<file path="src/rtl/osc_capture_seq.sv">
// rtl/osc_capture_seq.sv - oscilloscope capture sequencer with level trigger; optional tick decimation via OSC_DECIM_EN
module osc_capture_seq #(
    parameter int          NUM_CH    = 2,
    parameter int          PERIOD    = 2000,
    parameter int          DEPTH     = 100000,
    parameter logic [39:0] BASE_ADDR = 40'h00_0090_0000,
    parameter logic [39:0] STRIDE    = 40'h00_0010_0000,
    parameter int          CW        = $clog2(DEPTH)
) (
    input  logic                 i_clk,
    input  logic                 i_rst,
    input  logic                 i_en,
    input  logic [NUM_CH*64-1:0] i_data,
    output logic                 o_start,
    input  logic                 i_done,
    output logic [39:0]          o_ddr_addr,
    output logic [63:0]          o_ddr_data,
    output logic [CW-1:0]        o_addr_cnt,
    input  logic [3:0]           i_trg_sel,
    input  logic [31:0]          i_trg_level,
    input  logic [CW-1:0]        i_post_cnt,
    input  logic                 i_trg_arm,
`ifdef OSC_DECIM_EN
    input  logic [15:0]          i_decim,
`endif
    output logic                 o_armed,
    output logic                 o_triggered,
    output logic                 o_frozen,
    output logic [CW-1:0]        o_trg_idx,
    output logic [31:0]          o_trg_buf,
    output logic                 o_overrun,
    output logic [2:0]           o_state
);

    localparam int TW  = (PERIOD > 1) ? $clog2(PERIOD) : 1;
    localparam int CHW = (NUM_CH > 1) ? $clog2(NUM_CH) : 1;

    typedef enum logic [2:0] {
        S_IDLE = 3'd0,
        S_XFER = 3'd1,
        S_GAP  = 3'd2,
        S_DONE = 3'd3,
        S_HOLD = 3'd4
    } state_t;

    state_t           r_state;
    state_t           w_state_nxt;
    logic [TW-1:0]    r_tick_cnt;
    logic             w_tick;
    logic             w_tick_ok;
    logic [63:0]      r_snap [NUM_CH];
    logic [CHW-1:0]   r_ch;
    logic [CW-1:0]    r_addr_cnt;
    logic [CW-1:0]    r_post;
    logic [CW-1:0]    r_trg_idx;
    logic [31:0]      r_trg_buf;
    logic             r_armed;
    logic             r_triggered;
    logic             r_frozen;
    logic             r_overrun;
    logic [63:0]      w_cur_word;
    logic [63:0]      w_src_word;
    logic [31:0]      w_src;
    logic             w_fire;
    logic [39:0]      w_addr;
    logic             w_armed_nxt;
    logic             w_trg_nxt;
    logic             w_frz_nxt;
    logic [CW-1:0]    w_post_nxt;
    logic [CW-1:0]    w_trg_idx_nxt;

    assign w_tick = (r_tick_cnt == TW'(PERIOD - 1));

    // Free-running sample tick counter, independent of the FSM
    always_ff @(posedge i_clk or negedge i_rst) begin
        if (!i_rst)      r_tick_cnt <= '0;
        else if (w_tick) r_tick_cnt <= '0;
        else             r_tick_cnt <= r_tick_cnt + TW'(1);
    end

`ifdef OSC_DECIM_EN
    logic [15:0] r_decim_cnt;

    // Decimation counter: only every (i_decim+1)th tick may start a sample
    always_ff @(posedge i_clk or negedge i_rst) begin
        if (!i_rst)      r_decim_cnt <= '0;
        else if (w_tick) r_decim_cnt <= (r_decim_cnt >= i_decim) ? 16'd0 : r_decim_cnt + 16'd1;
    end

    assign w_tick_ok = w_tick && (r_decim_cnt >= i_decim);
`else
    assign w_tick_ok = w_tick;
`endif

    // Select the snapshot word being written and the trigger-source word
    always_comb begin
        w_cur_word = r_snap[0];
        w_src_word = r_snap[0];
        for (int k = 0; k < NUM_CH; k++) begin
            if (r_ch == CHW'(k))             w_cur_word = r_snap[k];
            if (i_trg_sel[3:1] == 3'(k))     w_src_word = r_snap[k];
        end
    end

    assign w_src  = i_trg_sel[0] ? w_src_word[31:0] : w_src_word[63:32];
    assign w_fire = r_armed && ($signed(r_trg_buf) < $signed(i_trg_level))
                            && ($signed(i_trg_level) <= $signed(w_src));
    assign w_addr = BASE_ADDR + 40'(r_ch) * STRIDE + (40'(r_addr_cnt) << 3);

    // Trigger / post-count / freeze next-state; an arm pulse overrides a same-cycle fire
    always_comb begin
        w_armed_nxt   = r_armed;
        w_trg_nxt     = r_triggered;
        w_frz_nxt     = r_frozen;
        w_post_nxt    = r_post;
        w_trg_idx_nxt = r_trg_idx;
        if (r_state == S_DONE) begin
            if (r_triggered && !r_frozen) begin
                w_post_nxt = (r_post == '0) ? '0 : r_post - CW'(1);
                if (r_post <= CW'(1)) w_frz_nxt = 1'b1;
            end else if (w_fire) begin
                w_trg_nxt     = 1'b1;
                w_armed_nxt   = 1'b0;
                w_trg_idx_nxt = r_addr_cnt;
                w_post_nxt    = i_post_cnt;
                if (i_post_cnt == '0) w_frz_nxt = 1'b1;
            end
        end
        if (i_trg_arm) begin
            w_armed_nxt = 1'b1;
            w_trg_nxt   = 1'b0;
            w_frz_nxt   = 1'b0;
        end
    end

    // FSM next-state logic
    always_comb begin
        w_state_nxt = r_state;
        case (r_state)
            S_IDLE: if (w_tick_ok && i_en && !r_frozen) w_state_nxt = S_XFER;
            S_XFER: if (i_done) w_state_nxt = (r_ch == CHW'(NUM_CH - 1)) ? S_DONE : S_GAP;
            S_GAP:  w_state_nxt = S_XFER;
            S_DONE: w_state_nxt = w_frz_nxt ? S_HOLD : S_IDLE;
            S_HOLD: if (i_trg_arm) w_state_nxt = S_IDLE;
            default: w_state_nxt = S_IDLE;
        endcase
    end

    // FSM state register
    always_ff @(posedge i_clk or negedge i_rst) begin
        if (!i_rst) r_state <= S_IDLE;
        else        r_state <= w_state_nxt;
    end

    // Snapshot capture on sample start and channel walk through the GAP state
    always_ff @(posedge i_clk or negedge i_rst) begin
        if (!i_rst) begin
            for (int k = 0; k < NUM_CH; k++) r_snap[k] <= '0;
            r_ch <= '0;
        end else if (r_state == S_IDLE && w_state_nxt == S_XFER) begin
            for (int k = 0; k < NUM_CH; k++) r_snap[k] <= i_data[64*k +: 64];
            r_ch <= '0;
        end else if (r_state == S_GAP) begin
            r_ch <= r_ch + CHW'(1);
        end
    end

    // Per-sample bookkeeping: ring index, trigger registers and sticky overrun
    always_ff @(posedge i_clk or negedge i_rst) begin
        if (!i_rst) begin
            r_addr_cnt  <= '0;
            r_trg_buf   <= '0;
            r_armed     <= 1'b0;
            r_triggered <= 1'b0;
            r_frozen    <= 1'b0;
            r_post      <= '0;
            r_trg_idx   <= '0;
            r_overrun   <= 1'b0;
        end else begin
            if (r_state == S_DONE) begin
                r_trg_buf  <= w_src;
                r_addr_cnt <= (r_addr_cnt == CW'(DEPTH - 1)) ? '0 : r_addr_cnt + CW'(1);
            end
            r_armed     <= w_armed_nxt;
            r_triggered <= w_trg_nxt;
            r_frozen    <= w_frz_nxt;
            r_post      <= w_post_nxt;
            r_trg_idx   <= w_trg_idx_nxt;
            if (i_trg_arm)
                r_overrun <= 1'b0;
            else if (w_tick_ok && (r_state == S_XFER || r_state == S_GAP || r_state == S_DONE))
                r_overrun <= 1'b1;
        end
    end

    assign o_start     = (r_state == S_XFER);
    assign o_ddr_addr  = (r_state == S_XFER) ? w_addr : '0;
    assign o_ddr_data  = (r_state == S_XFER) ? w_cur_word : '0;
    assign o_addr_cnt  = r_addr_cnt;
    assign o_armed     = r_armed;
    assign o_triggered = r_triggered;
    assign o_frozen    = r_frozen;
    assign o_trg_idx   = r_trg_idx;
    assign o_trg_buf   = r_trg_buf;
    assign o_overrun   = r_overrun;
    assign o_state     = r_state;

endmodule

</file>
<file path="config.mk">
export PLATFORM = sky130hd
export DESIGN_NAME = osc_capture_seq
export DESIGN_NICKNAME = d
export VERILOG_FILES = /design/src/rtl/osc_capture_seq.sv
export SDC_FILE = /design/constraint.sdc
export NUM_CORES = 1
export LEC_CHECK = 0
export CORE_AREA = 2 2 184 186
export DETAILED_ROUTE_END_ITERATION = 10
export DIE_AREA = 0 0 186 188
export DONT_BUFFER_PORTS = 1
export GPL_TIMING_DRIVEN = 1
export PLACE_DENSITY_LB_ADDON = 0.25
export SETUP_SLACK_MARGIN = 0.1
export SLEW_MARGIN = 0
export SYNTH_ARGS = -nofsm -noshare
export SYNTH_HDL_FRONTEND = slang
export SYNTH_SLANG_ARGS = --single-unit
</file>
<file path="constraint.sdc">
create_clock -name i_clk -period 4.1 [get_ports i_clk]
set_input_delay 0.615 -clock i_clk [delete_from_list [all_inputs] [get_ports i_clk]]
set_output_delay 0.615 -clock i_clk [all_outputs]
set_load 0.1 [all_outputs]
</file>
Yosys cells after proc, flatten, opt, wreduce, memory -nomap -nowiden
Index checks and enable logic that the tools add are counted.
{"block": "word_totals", "register_bits": 230, "inputBits": 186, "output_inout_bits": 178}
{"block": "op_classes", "n_addsub": 6, "magnitude_cmp": 3, "eq_ne": 9, "n_mux": 34, "n_bitwise": 1, "n_reduce_logical": 21}
{"cell": "$mux W64", "count": 3}
{"cell": "$mux W17", "count": 4}
{"cell": "$logic_not A17 Y1", "count": 2}
{"cell": "$le A32 B32 Y1", "count": 1}
{"cell": "$lt A32 B32 Y1", "count": 1}
{"cell": "$mux W32", "count": 1}
{"cell": "$add A25 B20 Y26", "count": 1}
{"cell": "$mux W26", "count": 1}
{"cell": "$add A24 B21 Y25 const A", "count": 1}
{"cell": "$mux W1", "count": 19}
{"cell": "$add A17 B1 Y17 const B", "count": 1}
{"cell": "$eq A17 B17 Y1 const B", "count": 1}
{"cell": "$le A17 B1 Y1 const B", "count": 1}
{"cell": "$sub A17 B1 Y17 const B", "count": 1}
{"cell": "$pmux W3 S5", "count": 1}
{"cell": "$mux W3", "count": 4}
{"cell": "$add A11 B1 Y11 const B", "count": 1}
{"cell": "$eq A11 B11 Y1 const B", "count": 1}
{"cell": "$mux W11", "count": 1}
{"cell": "$reduce_bool A2 Y1", "count": 5}
{"cell": "$eq A3 B1 Y1 const B", "count": 3}
{"cell": "$logic_and A1 B1 Y1", "count": 7}
{"cell": "$eq A3 B2 Y1 const B", "count": 2}
{"cell": "$reduce_and A3 Y1", "count": 2}
{"cell": "other kinds (8)", "count": 9}

Logic depth before layout (Yosys ltp)
{"block": "logic_depth", "depth_word": 14, "ltp_mapped": 15}

Worst setup path after synthesis
Ideal clock, no wire load.
{"block": "synth_path", "path_type": "in2reg", "from": "input i_trg_sel[2]", "to": "register r_trg_idx[5], in the netlist o_trg_idx[5]", "setup_time_ns": 0.127, "t_arrival_ns": 4.429, "setup_slack_ns": -0.456, "stages": 15, "path_buffers": 3, "cell_sequence": "nor3b_1 -> clkbuf_1 -> buf_2 -> mux4_2 -> inv_1 -> ha_1 -> a21o_1 -> nand3_1 -> a2111oi_0 -> nor4b_1 -> and4_1 -> o31ai_2 -> or4_4 -> buf_6 -> mux2_4"}
{"block": "synth_between", "elab_chain_len": 6}
{"element": "start, declared", "line_no": "19", "rtl": "input logic [3:0] i_trg_sel,"}
{"element": "$eq A3 B1 Y1", "line_no": "101", "rtl": "if (i_trg_sel[3:1] == 3'(k)) w_src_word = r_snap[k];"}
{"element": "$mux W64", "line_no": "101"}
{"element": "$mux W32", "line_no": "105", "rtl": "assign w_src = i_trg_sel[0] ? w_src_word[31:0] : w_src_word[63:32];"}
{"element": "$le A32 B32 Y1", "line_no": "107", "rtl": "&& ($signed(i_trg_level) <= $signed(w_src));"}
{"element": "$logic_and A1 B1 Y1", "line_no": "107"}
{"element": "$reduce_and A3 Y1 (no source line)"}
{"element": "end signal, assigned", "line_no": "188", "rtl": "r_trg_idx <= w_trg_idx_nxt;"}
{"element": "end, declared", "line_no": "55", "rtl": "logic [CW-1:0] r_trg_idx;"}
Every way passes these cells.
A chain may end at the register's enable or synchronous reset.

Worst setup path in the final report
{"block": "layout_path", "from": "register r_snap[17] in the netlist's numbering", "to": "register r_trg_idx[13], in the netlist o_trg_idx[13]"}
{"block": "layout_between", "elab_chain_len": 5}
{"element": "start, declared", "line_no": "51", "rtl": "logic [63:0] r_snap [NUM_CH];"}
{"element": "$mux W64", "line_no": "101"}
{"element": "$mux W32", "line_no": "105"}
{"element": "$le A32 B32 Y1", "line_no": "107"}
{"element": "$logic_and A1 B1 Y1", "line_no": "107"}
{"element": "$reduce_and A3 Y1 (no source line)"}
Every way passes these cells.

==> impl_metrics.env <==
export IMPL_numPortBuffers=0
export IMPL_avgSynthCellArea_um2=11.0
export IMPL_intPower_mw=4.90
export IMPL_r2r_slack_ns=0.60
export IMPL_worstSetupPathType="reg -> reg"
export IMPL_fin_util_pct=47.4
export IMPL_r2r_end="o_trg_idx[13]"
export IMPL_setup_viol=0
export IMPL_chipWidth_um=186
export IMPL_syn_inst=1190
export IMPL_p_sw_share_pct=43.7
export IMPL_reg2regPathDepth=12
export IMPL_ant_nets=0
export IMPL_ys_warn_count=0
export IMPL_p_switching_mw=3.81
export IMPL_drv_slew=0
export IMPL_async_flop_share_pct=100
export IMPL_clkSinkCount=230
export IMPL_cp_startpoint="r_snap[17]"
export IMPL_power_density_mw_per_mm2=555
export IMPL_cts_resized=0
export IMPL_power_frac_seq_pct=32.9
export IMPL_fp_dieH_um=188
export IMPL_cp_end_kind="register"
export IMPL_track_usage_pct=21.9
export IMPL_initial_core_util_pct=39.4
export IMPL_syn2layout_area_growth_pct=20.3
export IMPL_drt_total_wl_um=39000
export IMPL_violations="hold timing"
export IMPL_firstDrtPassIters=6
export IMPL_grt_ovfl_total=0
export IMPL_critPathBufInv=2
export IMPL_finalSetupTns_ns=0
export IMPL_drc=0
export IMPL_cp_top_family="simple AND/OR/NAND/NOR gates"
export IMPL_synth_edff_count=0
export IMPL_synth_seq_cells=230
export IMPL_post_drt_wl_per_cell_um=21.8
export IMPL_finalCritPeriodShare_pct=85.3
export IMPL_path_depth=12
export IMPL_worstSetupEndpoint="o_trg_idx[13]"
export IMPL_core_area_mm2=0.0331
export IMPL_first_iter_violations=573
export IMPL_critPathLaunchType="register"
export IMPL_crit_path_max_fanout=20
export IMPL_ys_flop_type="dfrtp_1"
export IMPL_grt_max_degree=231
export IMPL_worst_clock_skew_ns=0.0121
export IMPL_leakage_nw=7.53
export IMPL_syn_area_mm2=0.0130
export IMPL_vias_per_cell=5.39
export IMPL_vias=9660
export IMPL_timing_max_cap_violations=0
export IMPL_pwr_share_comb_pct=37.0
export IMPL_gp_congestion=0.917
export IMPL_ctsRootBufferMaster="clkbuf_16"
export IMPL_max_freq_mhz=286
export IMPL_cts_buffers=29
export IMPL_max_slew_margin_rel_pct=26.9
export IMPL_rr_startpoint="r_snap[17]"
export IMPL_worstPathArrival_ns=3.93
export IMPL_fin_nets=1570
export IMPL_power_frac_clock_pct=30.1
export IMPL_dp_hpwl_um=28800
export IMPL_post_cts_buffers=0
export IMPL_antenna_found_initial=9
export IMPL_rsz0062_at_grt="no"
export IMPL_slowest_stage="mux4_2"
export IMPL_cp_cell_sequence="mux4_2, inv_1, ha_1, a21o_1, nand3_1, a2111oi_0, nor4b_1, and4_1, o31ai_2, or4_4, buf_12, mux2_4"
export IMPL_cpPeakStageDelay_ns=0.52
export IMPL_htree_levels=1
export IMPL_grt_pass1_vias=10100
export IMPL_finalHoldViolations=230
export IMPL_cts_tree="done"
export IMPL_yosysSeqAreaShare_pct=44.1
export IMPL_yosysUniqueCellTypes=62
export IMPL_worst_pin_slew_ns=1.10
export IMPL_worst_ep_required_time_ns=4.53
export IMPL_irDropWorstVdd_mv=0.355
export IMPL_io_pins=364
export IMPL_period_needed_ns=3.50
export IMPL_insertion_delay_ns=0.55
export IMPL_rows=67
export IMPL_hold_class="in -> async"
export IMPL_die_area_mm2=0.0350
export IMPL_grt_pass1_wl_um=59100
export IMPL_clock_path_buffers=3
export IMPL_path_clk_slew_ns=0.07
export IMPL_drive_above_1_share_pct=34.5
export IMPL_status="finished, violations left"
export IMPL_worst_hold_slack_ns=-0.233
==> sequential cells by signal (all words and copies together), names as in the netlist <==
name / cells
r_ch: 1
o_overrun: 1
o_state: 3
o_triggered: 1
o_addr_cnt: 17
o_trg_buf: 32
r_tick_cnt: 11
r_post: 17
r_snap: 128
o_armed: 1
o_trg_idx: 17
o_frozen: 1
==> per-stage QoR <==
step | total power, mW | instances | setup slack, ns | instance area (um2) | hold slack, ns
2_1_floorplan | 5.28 | 1209 | 0.100 | 13100 | 0.319
3_3_place_gp | 6.11 | 1734 | 0.0932 | 14700 | 0.331
3_5_place_dp | 6.14 | 1734 | 0.0456 | 14700 | 0.330
4_1_cts | 8.79 | 1786 | 0.604 | 15700 | -0.260
5_1_grt | 9.07 | 1788 | 0.396 | 15700 | -0.256
6_report | 8.70 | 1792 | 0.603 | 15700 | -0.233
==> layout make-up <==
class / count / area, um2
fillers: 3078 / 17400
multi-input cells: 826 / 6870
flip-flops and latches: 230 / 5760
repair buffers: 156 / 1220
clock buffers: 39 / 833
well taps: 448 / 561
inverters: 74 / 278
clock inverters: 13 / 151
diodes: 6 / 15.0
==> cells in the final DEF, fill, tap and decap left out, types with 43 or more instances in the layout <==
cell	netlist	layout
a21oi_1	44	44
buf_4	21	152
dfrtp_1	230	229
ha_1	67	67
inv_1	74	73
mux2_2	128	128
mux2i_1	65	65
nand2_1	75	74
nor2_1	109	43
nor2_2	0	66
o21ai_0	53	53
==> worst register-to-register path, stage by stage, from the launching register on <==
cell and delay [ns]:
dfrtp_1 0.40, mux4_2 0.52, inv_1 0.12, ha_1 0.24, a21o_1 0.18, nand3_1 0.12
a2111oi_0 0.12, nor4b_1 0.37, and4_1 0.28, o31ai_2 0.09, or4_4 0.44, buf_12 0.18
mux2_4 0.33
==> worst min-delay path by stage <==
stage | start | cells after the start | slack (ns) | endpoint
global route | i_rst | 0 | -0.26 | r_tick_cnt[7]
detailed placement | i_rst | 0 | 0.33 | r_tick_cnt[7]
global placement | i_rst | 0 | 0.33 | r_tick_cnt[7]
floorplan | i_rst | 0 | 0.32 | o_addr_cnt[0]
finish | i_rst | 0 | -0.23 | r_tick_cnt[7]
CTS | i_rst | 0 | -0.26 | r_tick_cnt[7]
==> cells by family (layout without fill, tap and decap cells) <==
logic type	count (synthesis)	count (layout)	synth area share (%)
AOI/OAI and AO/OA	161	161	7.70
xor gates and xnor gates	19	19	1.28
adders and majority gates	67	67	6.43
buffers and inverters	153	282	5.16
DFF	230	230	44.1
muxes	243	243	23.6
other	1	26	0.0287
and+or+nand+nor	316	316	11.6
==> cells in the mapped netlist (3+ instances only) <==
cell type,number,area [um2]
a32oi_1,5,43.8
o31a_1,3,26.3
a21oi_1,44,220
a22oi_1,3,22.5
nor4_1,16,100
dfrtp_1,230,5760
inv_1,74,278
and3_1,6,37.5
buf_2,4,20.0
o22ai_1,9,56.3
ha_1,67,838
buf_4,21,158
o21ai_0,53,265
xor2_1,9,78.8
nor2_1,109,409
mux2_4,18,270
and2_1,21,131
o31ai_1,3,22.5
nor3_1,14,70.1
a221o_1,5,50.1
mux2_2,128,1440
mux2i_1,65,651
buf_1,11,41.3
and4_1,4,35.0
a211oi_1,4,30.0
a21o_1,8,60.1
or3_1,8,50.1
mux4_2,32,721
or4_1,3,22.5
nand3_1,24,120
clkbuf_1,41,154
nand2b_1,6,37.5
nand2_1,75,282
nand4_1,15,93.8
xnor2_1,10,87.6
nor2b_1,6,37.5
==> power by group through the flow <==
| stage | Sequential (mW) | Clock, mW | Combinational, mW |
|---|---|---|---|
| 6_report | 2.86 | 2.62 | 3.22 |
| 2_1_floorplan | 4.04 | 0 | 1.24 |
| 4_1_cts | 2.86 | 2.69 | 3.24 |
| 3_5_place_dp | 2.90 | 0 | 3.24 |
| 3_3_place_gp | 2.90 | 0 | 3.21 |
| 5_1_grt | 2.91 | 2.77 | 3.39 |
==> metal layers <==
metal | GRT usage, % | vias up | part of all wire [%]
met1 | 27.1 | 4713 | 40
met5 | 0 | - | 0.13
met4 | 7.36 | 8 | 3.4
li1 | - | 4481 | -
met2 | 35.5 | 375 | 47
met3 | 7.85 | 83 | 9.8
(Power assumes the default switching activity.)
